## config.mk

```make
export PLATFORM = sky130hd
export DESIGN_NAME = expand_accumulate_flat
export DESIGN_NICKNAME = d
export VERILOG_FILES = /design/src/rtl/expand_accumulate_if.sv /design/src/rtl/expand_accumulate.sv /design/src/flat_wrapper.sv
export SDC_FILE = /design/constraint.sdc
export NUM_CORES = 1
export LEC_CHECK = 0
export ABC_CLOCK_PERIOD_IN_PS = 2580
export CAP_MARGIN = 40
export CORE_UTILIZATION = 52
export CTS_CLUSTER_SIZE = 16
export DETAILED_ROUTE_END_ITERATION = 16
export GPL_ROUTABILITY_DRIVEN = 0
export PLACE_DENSITY_LB_ADDON = 0.12
export SLEW_MARGIN = 40
export SYNTH_ARGS = -nofsm -noshare
export SYNTH_HDL_FRONTEND = slang
export SYNTH_SLANG_ARGS = --single-unit
```

## constraint.sdc

```tcl
create_clock -name clk -period 2.58 [get_ports clk]
set_clock_uncertainty 0.05 [all_clocks]
set_input_delay 0.516 -clock clk [delete_from_list [all_inputs] [get_ports clk]]
set_output_delay 0.516 -clock clk [all_outputs]
set_load 0.1 [all_outputs]
```

## src/rtl/expand_accumulate_if.sv

```systemverilog
// expand_accumulate_if: sample stream in, block sum out.
// master drives samples/clear, slave produces sums.
interface expand_accumulate_if #(
    parameter int IWIDTH     = 8,
    parameter int LOG2_COUNT = 4
);
    localparam int OWIDTH = IWIDTH + LOG2_COUNT;

    logic                  clear;
    logic                  inValid;
    logic [IWIDTH-1:0]     I;
    logic                  outValid;
    logic [OWIDTH-1:0]     O;
    logic [LOG2_COUNT:0]   clipCount;

    modport master (
        output clear,
        output inValid,
        output I,
        input  outValid,
        input  O,
        input  clipCount
    );

    modport slave (
        input  clear,
        input  inValid,
        input  I,
        output outValid,
        output O,
        output clipCount
    );
endinterface

```

## src/rtl/expand_accumulate.sv

```systemverilog
// expand_accumulate: sums blocks of 2^LOG2_COUNT signed samples at full width.
// Optional rail-sample counting when CLIP_COUNT_EN is defined.
module expand_accumulate #(
    parameter int IWIDTH     = 8,
    parameter int LOG2_COUNT = 4
) (
    input  logic              clk,
    input  logic              reset,
    expand_accumulate_if.slave bus
);
    localparam int OWIDTH = IWIDTH + LOG2_COUNT;
    localparam logic [LOG2_COUNT-1:0] CNT_ONE = LOG2_COUNT'(1);

    logic [OWIDTH-1:0]     acc;
    logic [LOG2_COUNT-1:0] cnt;
    logic [OWIDTH-1:0]     ext;
    logic [OWIDTH-1:0]     sum;
    logic                  take;
    logic                  last;

    // sign-extend the sample and form the running sum including it
    always_comb begin
        take = bus.inValid & ~bus.clear;
        last = take & (&cnt);
        ext  = {{LOG2_COUNT{bus.I[IWIDTH-1]}}, bus.I};
        sum  = acc + ext;
    end

    // accumulate, count samples and publish the block sum on wrap
    always_ff @(posedge clk) begin
        if (reset) begin
            acc          <= '0;
            cnt          <= '0;
            bus.O        <= '0;
            bus.outValid <= 1'b0;
        end else begin
            bus.outValid <= 1'b0;
            if (bus.clear) begin
                acc <= '0;
                cnt <= '0;
            end else if (take) begin
                cnt <= cnt + CNT_ONE;
                if (last) begin
                    acc          <= '0;
                    bus.O        <= sum;
                    bus.outValid <= 1'b1;
                end else begin
                    acc <= sum;
                end
            end
        end
    end

`ifdef CLIP_COUNT_EN
    localparam logic [IWIDTH-1:0] POS_RAIL = {1'b0, {(IWIDTH-1){1'b1}}};
    localparam logic [IWIDTH-1:0] NEG_RAIL = {1'b1, {(IWIDTH-1){1'b0}}};

    logic [LOG2_COUNT:0] clipAcc;
    logic [LOG2_COUNT:0] clipSum;
    logic                rail;

    // flag samples pinned at either saturation rail
    always_comb begin
        rail    = (bus.I == POS_RAIL) | (bus.I == NEG_RAIL);
        clipSum = clipAcc + {{LOG2_COUNT{1'b0}}, rail};
    end

    // count rail samples per block, published alongside O
    always_ff @(posedge clk) begin
        if (reset) begin
            clipAcc       <= '0;
            bus.clipCount <= '0;
        end else if (bus.clear) begin
            clipAcc <= '0;
        end else if (take) begin
            if (last) begin
                clipAcc       <= '0;
                bus.clipCount <= clipSum;
            end else begin
                clipAcc <= clipSum;
            end
        end
    end
`else
    assign bus.clipCount = '0;
`endif

endmodule
```

## src/flat_wrapper.sv

```systemverilog
// flat-port wrapper written by rule: the top's interface ports become plain ports
module expand_accumulate_flat 
#(
    parameter int IWIDTH     = 8,
    parameter int LOG2_COUNT = 4
)
  (clk, reset, bus_clear, bus_inValid, bus_I, bus_outValid, bus_O, bus_clipCount);
  expand_accumulate_if #(.IWIDTH(IWIDTH), .LOG2_COUNT(LOG2_COUNT)) bus_i ();
  input  logic clk;
  input  logic reset;
  input wire logic [$bits(bus_i.clear)-1:0] bus_clear;
  input wire logic [$bits(bus_i.inValid)-1:0] bus_inValid;
  input wire logic [$bits(bus_i.I)-1:0] bus_I;
  output wire logic [$bits(bus_i.outValid)-1:0] bus_outValid;
  output wire logic [$bits(bus_i.O)-1:0] bus_O;
  output wire logic [$bits(bus_i.clipCount)-1:0] bus_clipCount;
  assign bus_i.clear = bus_clear;
  assign bus_i.inValid = bus_inValid;
  assign bus_i.I = bus_I;
  assign bus_outValid = bus_i.outValid;
  assign bus_O = bus_i.O;
  assign bus_clipCount = bus_i.clipCount;
  expand_accumulate #(.IWIDTH(IWIDTH), .LOG2_COUNT(LOG2_COUNT)) u_core (.clk(clk), .reset(reset), .bus(bus_i));
endmodule
```

==> flow_summary.ini <==
[detailed_routing]
wl_per_cell_um = 13.7
viasPerCell = 5.61
ant_nets = 0
route.detailed.drc = 0
drt-total-wl_um = 3870
vias = 1587
dr.pass1.iters = 4
drt_iter0_markers = 79

[setup_path]
worstPathRequired_ps = 2810
path_max_fanout = 4
rr_startpoint = u_core.acc[4]
cpMaxStageDelayCell = or4b_1
worst-setup-path-type = in2reg
path_cells = clkdlybuf4s50_1 -> ha_1 -> nand2_2 -> nor3b_2 -> o211ai_2 -> a311o_1 -> or4b_1 -> nand3_1
critPathMaxStageDelay_ps = 480
r2r_cells = 7
critPathLaunchType = primary input
crit_arrival_ps = 2650
crit_start = bus_I[4]
end_kind = flop

[place]
numPortBuffers = 24
dpl.hpwl_um = 2870
pre_cts_ws_ps = -169

[worst_hold_path]
hold_path_class = reg2reg
hold_depth = 2
hp-start = u_core.bus.O[4]

[sta]
relSlewSlack = 0.644
tns_ps = 0
fin_ws_ps = 158
finalSetupViolations = 0
drv_slew = 0
rsz0062_at_grt = no
timing.final.crit_share = 0.939
hold_violations = 0
worst_slew_pin_slew_ps = 533
period_needed_ps = 2420
max_clock_freq_ghz = 0.413

[floorplan]
start_util = 0.548
die-width_um = 58.5
die_h_um = 58.5
die_area_um2 = 3420
rows = 20
coreArea_um2 = 3030
ios = 30

[clocking]
cts.sinks = 29
clk_pin_slew_ps = 90
cts_buffers = 5
cts_tree = done
ctsHoldBuffers = 0
clk_latency_ps = 330
cts-root-buf = clkbuf_4
cts_buffer_depth = 2
cts_setup_buffers = 0
h-tree-depth = 2
cts.repair.resized = 0

[global_route]
grt-ovfl-total = 0
grt_usage = 0.250
antenna_found_initial = 0
grt_max_degree = 19
grt_pass1_wl_um = 6380
grt_pass1_vias = 1469

[run]
cap_violations = 0

[synthesis]
synth_area_per_cell_um2 = 8.33
netlist_area_um2 = 1660
syn_inst = 199
synth.ff_latch_count = 29
synth.distinct_cells = 40
synth_warnings = 0
yosysSeqAreaShare = 0.350

[final_layout]
fin_nets = 264
drive_gt1_frac = 0.184
antennaDiodeCount = 0
nFillCells = 257
syn_to_final_growth_pct = 24.7
regArea_um2 = 581
multiInputGateArea_um2 = 1000

[outcome]
outcome = finished clean

[power_and_ir_drop]
p_total_uw = 915
leakage_uw = 0.000844
irDropWorstVdd_uv = 321
power_density_nw_per_um2 = 443
==> through the flow <==
step                      hold WS, ps  instance area, um^2  std cells  utilization
after floorplan                   386                 1670        203            -
after global placement            394                 2010        276        0.664
after detailed placement          397                 2010        276        0.664
after CTS                         410                 2070        283        0.683
after global routing              428                 2070        283        0.683
final                             408                 2070        283        0.683
==> synth_stat cells (all sizes together) <==
| master | n | area (um^2) |
|---|---|---|
| a211o | 1 | 8.76 |
| a211oi | 2 | 15.0 |
| a21oi | 19 | 95.1 |
| a22oi | 3 | 22.5 |
| a311o | 1 | 10.0 |
| a31oi | 1 | 6.26 |
| a32o | 3 | 30.0 |
| and4 | 2 | 17.5 |
| buf | 7 | 47.6 |
| clkbuf | 9 | 33.8 |
| conb | 1 | 3.75 |
| dfxtp | 29 | 581 |
| fa | 1 | 20.0 |
| ha | 12 | 150 |
| inv | 2 | 7.51 |
| mux2i | 1 | 10.0 |
| nand2 | 26 | 100 |
| nand2b | 1 | 6.26 |
| nand3 | 11 | 55.1 |
| nand3b | 2 | 15.0 |
| nand4 | 5 | 31.3 |
| nand4b | 2 | 17.5 |
| nor2 | 23 | 86.3 |
| nor2b | 3 | 18.8 |
| nor3 | 3 | 15.0 |
| nor3b | 1 | 12.5 |
| o211a | 1 | 10.0 |
| o211ai | 5 | 42.5 |
| o21ai | 3 | 15.0 |
| o31a | 1 | 8.76 |
| or2 | 1 | 6.26 |
| or3 | 1 | 6.26 |
| or4 | 3 | 22.5 |
| or4b | 2 | 20.0 |
| xnor2 | 6 | 52.6 |
| xnor3 | 1 | 22.5 |
| xor2 | 4 | 35.0 |
==> kinds of logic (layout without fill, tap and decap cells) <==
family / after synthesis / in the layout / synth area share
AO/OA/AOI/OAI: 40 / 40 / 0.159
other: 1 / 5 / 0.00226
buffers and inverters: 18 / 54 / 0.0536
adder cells (fa/ha/maj): 13 / 13 / 0.103
multiplexers: 1 / 1 / 0.00604
XOR/XNOR: 11 / 11 / 0.0664
flip-flops: 29 / 29 / 0.350
AND/OR/NAND/NOR: 86 / 86 / 0.260
==> final timing paths <==
path	endpoint	slack (ps)
worst max-delay path	u_core.acc[9]	160
worst min-delay path	u_core.bus.O[4]	410
worst max register to register	u_core.acc[9]	440
worst min register to register	u_core.bus.O[4]	410
==> power by group <==
part           internal (uW)  switching (uW)  total (uW)
Combinational           68.6            99.8         168
Clock                    128             161         289
Sequential               453            4.25         458
Total                    650             265         915
==> critical path: cells and delay by family <==
kind | cells | cell delay, ps
AO/OA/AOI/OAI | 2 | 500
adder cells (fa/ha/maj) | 1 | 370
buffers and inverters | 1 | 410
AND/OR/NAND/NOR | 4 | 850
==> flip-flops by register name (all words and copies together), names as in the netlist <==
name	cells
u_core.bus.outValid	1
u_core.bus.O	12
u_core.acc	12
u_core.cnt	4
==> layout make-up <==
class	instances	share of cell area
flip-flops and latches	29	0.281
repair buffers	45	0.177
clock buffers	7	0.0266
inverters	2	0.00363
well taps	44	0.0266
multi-input cells	156	0.485
==> per-layer routing <==
layer  wire, um  GRT usage
met1       1660      0.292
met2       1940      0.432
met3        187     0.0637
met4         71      0.109
met5          0          0
==> layout by cell type (no fill, tap or decap), types with 3 or more instances in the layout <==
cell / instances
a21oi_1: 19
dfxtp_1: 29
a22oi_1: 3
buf_4: 34
nor2b_1: 3
nor2_1: 23
xor2_1: 4
or4_1: 3
o21ai_0: 3
nand2_1: 25
clkbuf_4: 5
nand4_1: 5
a32o_1: 3
nand3_1: 11
conb_1: 5
ha_1: 12
clkdlybuf4s50_1: 11
nor3_1: 3
o211ai_1: 4
xnor2_1: 6
No activity file was read; power rests on OpenSTA's default activity.
